$ cat src/rtl/stack_exec_pkg.sv
// Shared encodings for the stack execution unit: commands, ALU ops,
// sequencer states and the rule that picks each ALU op's flag source.
package stack_exec_pkg;

    typedef enum logic [2:0] {
        OP_NOP  = 3'd0,
        OP_PUSH = 3'd1,
        OP_POP  = 3'd2,
        OP_DUP  = 3'd3,
        OP_SWAP = 3'd4,
        OP_ALU  = 3'd5
    } cmd_op_e;

    typedef enum logic [4:0] {
        ALU_ADD = 5'd0,
        ALU_SUB = 5'd1,
        ALU_AND = 5'd2,
        ALU_OR  = 5'd3,
        ALU_XOR = 5'd4,
        ALU_NOT = 5'd5,
        ALU_EQ  = 5'd6,
        ALU_LT  = 5'd7
    } alu_op_e;

    typedef enum logic [2:0] {
        S_IDLE,
        S_POP_B,
        S_POP_A,
        S_EXEC,
        S_PUSH_R
    } state_t;

    typedef enum logic [1:0] {
        FR_NONE,
        FR_CARRY,
        FR_COND,
        FR_ZERO
    } flag_rule_e;

    function automatic flag_rule_e flag_rule(input logic [4:0] op);
        case (op)
            ALU_ADD, ALU_SUB:                   return FR_CARRY;
            ALU_EQ, ALU_LT:                     return FR_COND;
            ALU_AND, ALU_OR, ALU_XOR, ALU_NOT:  return FR_ZERO;
            default:                            return FR_NONE;
        endcase
    endfunction

endpackage

$ cat src/rtl/stack_exec_unit_alu.sv
// Combinational ALU: result = A op B, cond chosen by the op's flag rule.
module stack_exec_alu
    import stack_exec_pkg::*;
#(
    parameter int WIDTH = 16
) (
    input  logic [WIDTH-1:0] a,
    input  logic [WIDTH-1:0] b,
    input  logic [4:0]       op,
    output logic [WIDTH-1:0] result,
    output logic             cond
);

    logic [WIDTH:0] sum;
    logic [WIDTH:0] dif;

    always_comb begin
        sum    = {1'b0, a} + {1'b0, b};
        dif    = {1'b0, a} - {1'b0, b};
        result = '0;
        cond   = 1'b0;
        case (op)
            ALU_ADD: result = sum[WIDTH-1:0];
            ALU_SUB: result = dif[WIDTH-1:0];
            ALU_AND: result = a & b;
            ALU_OR:  result = a | b;
            ALU_XOR: result = a ^ b;
            ALU_NOT: result = ~b;
            ALU_EQ:  result = {{(WIDTH-1){1'b0}}, a == b};
            ALU_LT:  result = {{(WIDTH-1){1'b0}}, a < b};
            default: result = '0;
        endcase
        // dif MSB is the borrow, set exactly when a < b
        case (flag_rule(op))
            FR_CARRY: cond = (op == ALU_SUB) ? dif[WIDTH] : sum[WIDTH];
            FR_COND:  cond = result[0];
            FR_ZERO:  cond = (result == '0);
            default:  cond = 1'b0;
        endcase
    end

endmodule

$ cat src/rtl/stack_exec_unit.sv
// Stack-machine execution unit: LIFO operand stack, operand registers and
// ALU, sequenced from a one-command-per-transaction valid/ready port.
module stack_exec_unit
    import stack_exec_pkg::*;
#(
    parameter int WIDTH = 16,
    parameter int DEPTH = 16
) (
    input  logic                     clk,
    input  logic                     reset,
    input  logic                     cmd_valid,
    output logic                     cmd_ready,
    input  logic [2:0]               cmd_op,
    input  logic [WIDTH-1:0]         cmd_data,
    input  logic [4:0]               alu_op,
    input  logic                     clear_err,
    output logic [WIDTH-1:0]         top,
    output logic [$clog2(DEPTH):0]   depth,
    output logic                     flag,
    output logic                     done,
    output logic                     overflow,
    output logic                     underflow
);

    localparam int AW = $clog2(DEPTH);
    localparam int DW = AW + 1;
    typedef logic [DW-1:0] cnt_t;

    logic [WIDTH-1:0] stk [DEPTH];
    cnt_t             sp;
    state_t           state, state_nx;
    logic [WIDTH-1:0] op_a, op_b, res_q;
    logic [WIDTH-1:0] alu_res;
    logic             alu_cond;
    logic [4:0]       op_q;

    logic             empty, full, two;
    logic [AW-1:0]    tix, bix, six;

    logic             wr_en, sw_en, sp_inc, sp_dec;
    logic [WIDTH-1:0] wr_val;
    logic             ld_a, ld_b, ld_r;
    logic             set_ovf, set_unf, done_nx;

    assign empty     = (sp == '0);
    assign full      = (sp == cnt_t'(DEPTH));
    assign two       = (sp >= cnt_t'(2));
    assign tix       = AW'(sp - cnt_t'(1));
    assign bix       = AW'(sp - cnt_t'(2));
    assign six       = AW'(sp);
    assign top       = empty ? '0 : stk[tix];
    assign depth     = sp;
    assign cmd_ready = (state == S_IDLE);

    stack_exec_alu #(.WIDTH(WIDTH)) u_alu (
        .a      (op_a),
        .b      (op_b),
        .op     (op_q),
        .result (alu_res),
        .cond   (alu_cond)
    );

    always_comb begin
        state_nx = state;
        wr_en    = 1'b0;
        wr_val   = cmd_data;
        sw_en    = 1'b0;
        sp_inc   = 1'b0;
        sp_dec   = 1'b0;
        ld_a     = 1'b0;
        ld_b     = 1'b0;
        ld_r     = 1'b0;
        set_ovf  = 1'b0;
        set_unf  = 1'b0;
        done_nx  = 1'b0;
        unique case (state)
            S_IDLE: if (cmd_valid) begin
                done_nx = 1'b1;
                case (cmd_op)
                    OP_PUSH: begin
                        if (full) set_ovf = 1'b1;
                        else begin
                            wr_en  = 1'b1;
                            sp_inc = 1'b1;
                        end
                    end
                    OP_POP: begin
                        if (empty) set_unf = 1'b1;
                        else       sp_dec  = 1'b1;
                    end
                    OP_DUP: begin
                        if (empty)     set_unf = 1'b1;
                        else if (full) set_ovf = 1'b1;
                        else begin
                            wr_en  = 1'b1;
                            wr_val = top;
                            sp_inc = 1'b1;
                        end
                    end
                    OP_SWAP: begin
                        if (!two) set_unf = 1'b1;
                        else      sw_en   = 1'b1;
                    end
                    OP_ALU: begin
                        // operands are checked up front so a short stack
                        // never enters the sequence
                        if (empty || (!two && alu_op != ALU_NOT)) begin
                            set_unf = 1'b1;
                        end else begin
                            done_nx  = 1'b0;
                            state_nx = S_POP_B;
                        end
                    end
                    default: ;
                endcase
            end
            S_POP_B: begin
                ld_b     = 1'b1;
                sp_dec   = 1'b1;
                state_nx = (op_q == ALU_NOT) ? S_EXEC : S_POP_A;
            end
            S_POP_A: begin
                ld_a     = 1'b1;
                sp_dec   = 1'b1;
                state_nx = S_EXEC;
            end
            S_EXEC: begin
                ld_r     = 1'b1;
                state_nx = S_PUSH_R;
            end
            S_PUSH_R: begin
                wr_en    = 1'b1;
                wr_val   = res_q;
                sp_inc   = 1'b1;
                done_nx  = 1'b1;
                state_nx = S_IDLE;
            end
            default: state_nx = S_IDLE;
        endcase
    end

    always_ff @(posedge clk) begin
        if (wr_en) stk[six] <= wr_val;
        if (sw_en) begin
            stk[tix] <= stk[bix];
            stk[bix] <= stk[tix];
        end
    end

    always_ff @(posedge clk or negedge reset) begin
        if (!reset) begin
            state     <= S_IDLE;
            sp        <= '0;
            op_a      <= '0;
            op_b      <= '0;
            res_q     <= '0;
            op_q      <= '0;
            flag      <= 1'b0;
            done      <= 1'b0;
            overflow  <= 1'b0;
            underflow <= 1'b0;
        end else begin
            state <= state_nx;
            done  <= done_nx;
            if (sp_inc)      sp <= sp + cnt_t'(1);
            else if (sp_dec) sp <= sp - cnt_t'(1);
            if (state == S_IDLE) op_q <= alu_op;
            if (ld_b) op_b <= top;
            if (ld_a) op_a <= top;
            if (ld_r) begin
                res_q <= alu_res;
                flag  <= alu_cond;
            end
            if (clear_err) begin
                overflow  <= 1'b0;
                underflow <= 1'b0;
            end else begin
                if (set_ovf) overflow  <= 1'b1;
                if (set_unf) underflow <= 1'b1;
            end
        end
    end

endmodule

$ cat config.mk
export PLATFORM = sky130hd
export DESIGN_NAME = stack_exec_unit
export DESIGN_NICKNAME = d
export VERILOG_FILES = /design/src/rtl/stack_exec_pkg.sv /design/src/rtl/stack_exec_unit_alu.sv /design/src/rtl/stack_exec_unit.sv
export SDC_FILE = /design/constraint.sdc
export NUM_CORES = 1
export LEC_CHECK = 0
export ABC_AREA = 1
export CAP_MARGIN = 20
export CORE_MARGIN = 2
export CORE_UTILIZATION = 43
export DETAILED_ROUTE_END_ITERATION = 10
export GPL_ROUTABILITY_DRIVEN = 0
export GPL_TIMING_DRIVEN = 0
export HOLD_SLACK_MARGIN = 0.03
export PLACE_DENSITY_LB_ADDON = 0.1
export REMOVE_ABC_BUFFERS = 1
export SLEW_MARGIN = 25
export SYNTH_ARGS = -nofsm -noshare
export SYNTH_HDL_FRONTEND = slang
export SYNTH_SLANG_ARGS = --single-unit
$ cat constraint.sdc
create_clock -name clk -period 4.4 [get_ports clk]
set_clock_uncertainty 0.15 [all_clocks]
set_input_delay 0.88 -clock clk [delete_from_list [all_inputs] [get_ports clk]]
set_output_delay 0.88 -clock clk [all_outputs]
set_load 0.1 [all_outputs]
==> results of run 1 <==
layout by cell type, fill, tap and decap left out, types with 5 or more instances in the layout:
master,instances
a21oi_1,139
a21oi_2,6
a221oi_1,6
a221oi_2,10
a22oi_4,10
buf_12,29
buf_16,27
buf_4,74
buf_6,10
bufbuf_16,12
clkbuf_1,11
clkbuf_16,43
clkdlybuf4s50_1,36
clkinv_1,10
clkinvlp_4,17
dfrtp_1,63
edfxtp_1,256
ha_1,60
inv_1,190
inv_2,8
nand2_1,571
nand2_2,53
nand3_1,99
nand3_2,5
nand4_1,18
nor2_1,251
nor2_2,9
nor2_4,25
nor3_1,7
o211ai_1,63
o21ai_0,509
o21ai_1,113
o21ai_2,20
o21bai_1,9
o22ai_1,42
xor2_1,6
per-stage QoR:
step | hold slack [ns] | setup TNS, ns | std cells | instance area, um^2 | setup slack [ns]
after floorplan | 0.2992 | -5359.22 | 2626 | 20870 | -11.53
after CTS | 0.09235 | -2.622 | 3553 | 26210 | -0.2254
after detailed placement | 0.3204 | -633.26 | 3386 | 23200 | -3.120
final | 0.08921 | 0 | 3562 | 26290 | 0.05667
after global placement | 0.3193 | - | 3351 | 22240 | -21.25
after global routing | 0.1081 | 0 | 3560 | 26280 | 0.01290
what timing repair did:
action | CTS | global route
gates resized for setup | 265 | 21
setup buffers | 76 | 9
endpoints found under the setup margin | 563 | 259
cloned | 22 | 2
pin swaps | 52 | 32
cell type report:
class                      instances  area [um^2]
clock buffer                      52         1067
antenna                            2        5.005
clock inverter                    17        137.6
inverter                         221        955.9
fill                            4640        23990
multi-input combinational       2084        11130
sequential                       321         9321
timing repair inverter             2        20.02
tap                              672        840.8
timing repair buffer             191         2808
kinds of logic (layout without fill, tap and decap cells):
logic type,count (synthesis),count (layout)
compound gates,958,958
flops,321,321
other cells,0,2
xor+xnor,8,8
simple gates,1054,1054
fa+ha+maj,64,64
buf+inv,437,483
routing by layer:
| metal | GRT usage | vias to the layer above | part of all wire |
|---|---|---|---|
| met5 | 0 | - | 0 |
| met4 | 0.1837 | 0 | 0.062 |
| met3 | 0.04923 | 328 | 0.096 |
| met2 | 0.5532 | 1330 | 0.47 |
| met1 | 0.4091 | 10350 | 0.38 |
| li1 | - | 9833 | - |
flip-flops by register name (all words and copies together), names as in the netlist:
name,count
depth,5
done,1
flag,1
op_a,16
op_b,16
op_q,5
overflow,1
res_q,16
state,3
stk,256
underflow,1
final timing paths:
kind,start,endpoint,slack [ns],cells past startpoint
worst max-delay path,depth[0]$_DFFE_PN0P_,top[13],0.06,13
worst min-delay path,reset,op_a[12]$_DFFE_PN0P_,0.09,1
worst max register to register,depth[1]$_DFFE_PN0P_,stk[12][4]$_DFFE_PP_,0.12,12
worst min register to register,res_q[3]$_DFFE_PN0P_,res_q[3]$_DFFE_PN0P_,0.34,2
max in group asynchronous,reset,depth[1]$_DFFE_PN0P_,3.44,2
min in group clk,res_q[3]$_DFFE_PN0P_,res_q[3]$_DFFE_PN0P_,0.34,2
==> out/metrics.csv, run 1 <==
stage;metric;value;unit
status;outcome;completed;
synth;Synth Area in Adders;0.03710;
global_routing;GR Util All Layers;0.3305;
critical_path;Worst path slowest cell;dfrtp_4;
synth;Top FF cell, synth;edfxtp_1;
critical_path;WP data required;3.37;ns
die;Die Wd;230.1;um
timing;slew margin rel.;0.2152;
synth;Post-synth EDFFs;256;
timing;fmax;0.2302;GHz
cts;Num CTS Buffers;40;
die;core area;50270;um^2
global_routing;initial antenna violation count;1;
synth;count leader, synth;nand2_1;
worst_hold_path;worst hold path class;in -> async;
synth;synth unique cells;62;
synth;Mapped Cells;2842;
place;DP Wirelength;50.84;mm
timing;Tightest Pin Transition;1.176;ns
critical_path;startpoint types;flop;
cts;clock sink total;321;
layout;share of cells above drive strength 1;0.1399;
synth;cell taking the most area after synthesis;edfxtp_1;
timing;period utilisation layout;0.9871;
critical_path;CP delay by family, top;buffers and inverters;
synth;Post-Syn Area;21990;um^2
global_routing;vias in the first global route;20680;
synth;flops & latches, synth;321;
critical_path;Worst Path Buf+Inv;7;
critical_path;most frequent CP cell;buf_12;
timing;crit path time final;4.343;ns
cts;Clk Tree Root Cell;clkbuf_16;
routing;DRT Wirelength;89.15;mm
place;IO Port Bufs;53;
synth;simple-gate portion of the synthesized area;0.1944;
critical_path;crit-path cells;buf_12, inv_16, buf_16, ha_4, buf_12, buf_16, o21ai_0, o211ai_1, nand3_1, nand2_1, clkinvlp_4, nor2_4, buf_12;
cts;Max H-tree Level;2;
synth;Post-Syn Area per Cell;7.738;um^2
layout;nets;2953;
synth;async set or reset register ratio after synthesis;0.2025;
timing;Hold Vio Cnt, Final;0;
routing;Starting DRT DRC Count;2727;
critical_path;Worst EP arrival;3.31;ns
die;std cell rows;82;
synth;largest family of logic cells by synthesized area;compound AO/OA/AOI/OAI gates;
critical_path;Worst Path Max Fanout;7;
die;die area;52970;um^2
synth;post-synthesis mux area share;0;
routing;DR vias;21840;
timing;count of pins over their slew limit;0;
layout;Area Overhead vs Synth;19.53;%
cts;Hold-fix buffers, CTS;0;
routing;vias per inst;6.131;
synth;main area contributors after synthesis;edfxtp_1 (35%), o21ai_0 (12%), nand2_1 (10%);
critical_path;max incr delay on CP;0.43;ns
die;Die Y;230.1;um
timing;Final setup viols;0;
routing;Avg WL per Cell;25.03;um
job;MaxCap Viol Count;0;
die;Ports;54;
global_routing;largest net degree at the start of global routing;73;
cts;Clock Latency Late Sink;0.58;ns
synth;sequential area share after synthesis;0.4235;
routing;First-pass DRT Iterations;8;
cts;Max clock buf depth;3;
global_routing;first-pass GRT wire length;130.7;mm
layout;Util after Layout;0.5228;
synth;Synth Area in XOR/XNOR;0.004381;
cts;clock edge transition at the registers on the reported setup and hold paths;0.06;ns
routing;DRC viols;0;
timing;unrepaired setup endpoints after global routing;no;
synth;top cells by count, synth;nand2_1 (613), o21ai_0 (532), nor2_1 (276);
synth;Ys Warns;0;
cts;CTS tree;yes;
critical_path;crit end category;primary output;
critical_path;critical path class;reg -> out;
synth;top-area cell type share of the netlist area;0.3496;
routing;post-route ant nets;0;
die;Initial Util;0.4374;
synth;compound-cell area share of the yosys netlist;0.2515;
global_routing;total gr overflow;0;
Power of run 1 is left out: the tool's default activity adds up to more than one toggle a clock period on the data nets, which glitch-free logic cannot reach.
==> run 2, diff against run 1 <==
--- a/config.mk
+++ b/config.mk
@@ -8,14 +8,14 @@
 export ABC_AREA = 1
 export CAP_MARGIN = 20
 export CORE_MARGIN = 2
-export CORE_UTILIZATION = 43
+export CORE_UTILIZATION = 45
 export DETAILED_ROUTE_END_ITERATION = 10
 export GPL_ROUTABILITY_DRIVEN = 0
 export GPL_TIMING_DRIVEN = 0
 export HOLD_SLACK_MARGIN = 0.03
 export PLACE_DENSITY_LB_ADDON = 0.1
 export REMOVE_ABC_BUFFERS = 1
-export SLEW_MARGIN = 25
+export SLEW_MARGIN = 15
 export SYNTH_ARGS = -nofsm -noshare
 export SYNTH_HDL_FRONTEND = slang
 export SYNTH_SLANG_ARGS = --single-unit
==> run 2 against run 1 <==
Against the previous run:
- count of clock-buffer cells in the layout grew 4
- global-route usage grew 0.64 points
- sequential cell count is the same
- die area shrank 4.4%
- design area shrank 1.9%
- utilization grew 0.81 points
- fmax shrank 0.94%
- cell count shrank 2.1%
- non-clock buffer count shrank 27
- sequential share of layout area grew 0.71 points
- register-to-register slack lost 0.04 ns
- first-iteration DRC count grew 1.2%
- critical path type unchanged
==> out/metrics.csv, run 2 (synthesis gave the netlist of run 1 again) <==
stage;metric;value;unit;change
critical_path;crit end category;primary output;;
cts;clock sink total;321;;unchanged
timing;Tightest Pin Transition;1.045;ns;-0.1313 ns
routing;Avg WL per Cell;24.76;um;-1.1%
critical_path;Worst Path Max Fanout;5;;-2
critical_path;setup slack, reg-to-reg;0.08;ns;-0.04 ns
cts;Hold-fix buffers, CTS;0;;unchanged
critical_path;startpoint types;flop;;
die;Initial Util;0.4530;;+0.01557
timing;period utilisation layout;0.9965;;+0.009395
die;Ports;54;;unchanged
critical_path;worst r2r src;depth[1]$_DFFE_PN0P_;;
routing;Starting DRT DRC Count;2760;;+1.2%
critical_path;Crit Reg-Reg Endpoint;stk[14][2]$_DFFE_PP_;;
cts;Clk Tree Root Cell;clkbuf_16;;
die;core area;48550;um^2;-3.4%
layout;nets;2929;;-0.81%
routing;First-pass DRT Iterations;6;;-2
critical_path;WP data required;3.37;ns;about the same
timing;unrepaired setup endpoints after global routing;yes;;
layout;Largest register FFs;256;;unchanged
die;std cell rows;81;;-1.2%
die;Die Wd;225.1;um;-2.2%
critical_path;crit path from;depth[1]$_DFFE_PN0P_;;
die;die area;50650;um^2;-4.4%
global_routing;total gr overflow;0;;unchanged
cts;CTS tree;yes;;
timing;count of pins over their slew limit;0;;unchanged
layout;Largest Register;stk;;
status;outcome;completed;;
cts;Max clock buf depth;3;;unchanged
routing;vias per inst;6.149;;+0.29%
cts;clock edge transition at the registers on the reported setup and hold paths;0.06;ns;about the same
global_routing;vias in the first global route;20210;;-2.3%
layout;leading cell type in the layout, fill and taps excluded;nand2_1;;
cts;Clock Latency Late Sink;0.58;ns;about the same
layout;Area Overhead vs Synth;17.21;%;
routing;DR vias;21440;;-1.8%
timing;Sum Neg Setup Slack;0;ns;unchanged
routing;DRT Wirelength;86.34;mm;-3.2%
layout;most frequent cells in the layout;nand2_1 (584), o21ai_0 (525), edfxtp_1 (256), nor2_1 (253), inv_1 (190);;
layout;share of cells above drive strength 1;0.1240;;-0.01594
timing;fmax;0.2281;GHz;-0.94%
critical_path;cell count of the worst reg-to-reg path;10;;-2
timing;slew margin rel.;0.3028;;+0.08760
global_routing;largest net degree at the start of global routing;95;;+30%
timing;Final setup viols;0;;unchanged
place;DP Wirelength;51.23;mm;+0.76%
critical_path;critical path class;reg -> out;;
critical_path;Worst EP arrival;3.35;ns;+0.04 ns
routing;post-route ant nets;0;;unchanged
global_routing;initial antenna violation count;1;;unchanged
place;IO Port Bufs;53;;unchanged
routing;DRC viols;0;;unchanged
worst_hold_path;worst hold path class;in -> async;;
global_routing;first-pass GRT wire length;126.0;mm;-3.6%
global_routing;GR Util All Layers;0.3369;;+0.006407
timing;Hold Vio Cnt, Final;0;;unchanged
die;Die Y;225.1;um;-2.2%
cts;Num CTS Buffers;41;;+2.5%
timing;crit path time final;4.385;ns;+0.04134 ns
cts;Max H-tree Level;2;;unchanged
job;MaxCap Viol Count;0;;unchanged
[run 2: per-stage QoR]
stage | instance area [um^2] | util | cells | worst slack [ns] | hold slack (ns)
6_report | 25780 | 0.5310 | 3487 | 0.01533 | 0.05872
5_1_grt | 25770 | 0.5309 | 3486 | -0.04097 | 0.07033
3_5_place_dp | 23190 | 0.4777 | 3339 | -2.818 | 0.3237
3_3_place_gp | 22180 | 0.4568 | 3301 | -21.03 | 0.3167
4_1_cts | 25550 | 0.5264 | 3474 | 0.0004483 | 0.04397
2_1_floorplan | 20870 | - | 2626 | -11.53 | 0.2992
[run 2: layout make-up]
class / count / area (um^2)
Clock buffer: 56 / 1135
Inverter: 221 / 937.1
Clock inverter: 14 / 97.59
Timing Repair Buffer: 164 / 2442
Sequential cell: 321 / 9323
Antenna cell: 1 / 2.502
Multi-Input combinational cell: 2084 / 11030
Tap cell: 622 / 778.2
Fill cell: 4446 / 22770
Timing Repair inverter: 4 / 35.03
[run 2: worst max-delay path by stage]
stage | endpoint | slack [ns] | cells past startpoint
detailed placement | top[7] | -2.82 | 14
global placement | top[3] | -21.03 | 11
finish | top[14] | 0.02 | 14
floorplan | top[3] | -11.53 | 10
global route | top[2] | -0.04 | 14
CTS | top[12] | 0.0004 | 15
[run 2: timing repair]
item / CTS / global route
resized for setup: 194 / 29
gates cloned: 15 / 2
setup endpoints to repair: 560 / 73
pin swaps: 14 / 19
buffers inserted: 50 / 10
[run 2: critical path: stages, from the launching register on]
cell        delay [ns]
dfrtp_4           0.52
buf_16            0.17
inv_16            0.07
ha_4              0.22
buf_16            0.16
buf_16            0.14
clkinvlp_4        0.19
clkbuf_16         0.19
o21ai_0           0.08
o22ai_1           0.14
o211ai_1          0.11
nand2_1           0.14
clkinvlp_4        0.16
nor2_4            0.25
buf_12            0.21
[run 2: metal layers]
metal / GRT usage / routed length [um] / vias to the layer above
met5: 0 / 103 / -
met4: 0.1980 / 5368 / 4
met3: 0.07184 / 8709 / 342
met2: 0.5617 / 40280 / 1302
met1: 0.4016 / 31880 / 10010
li1: - / - / 9784
Power of run 2 is left out for the same reason.
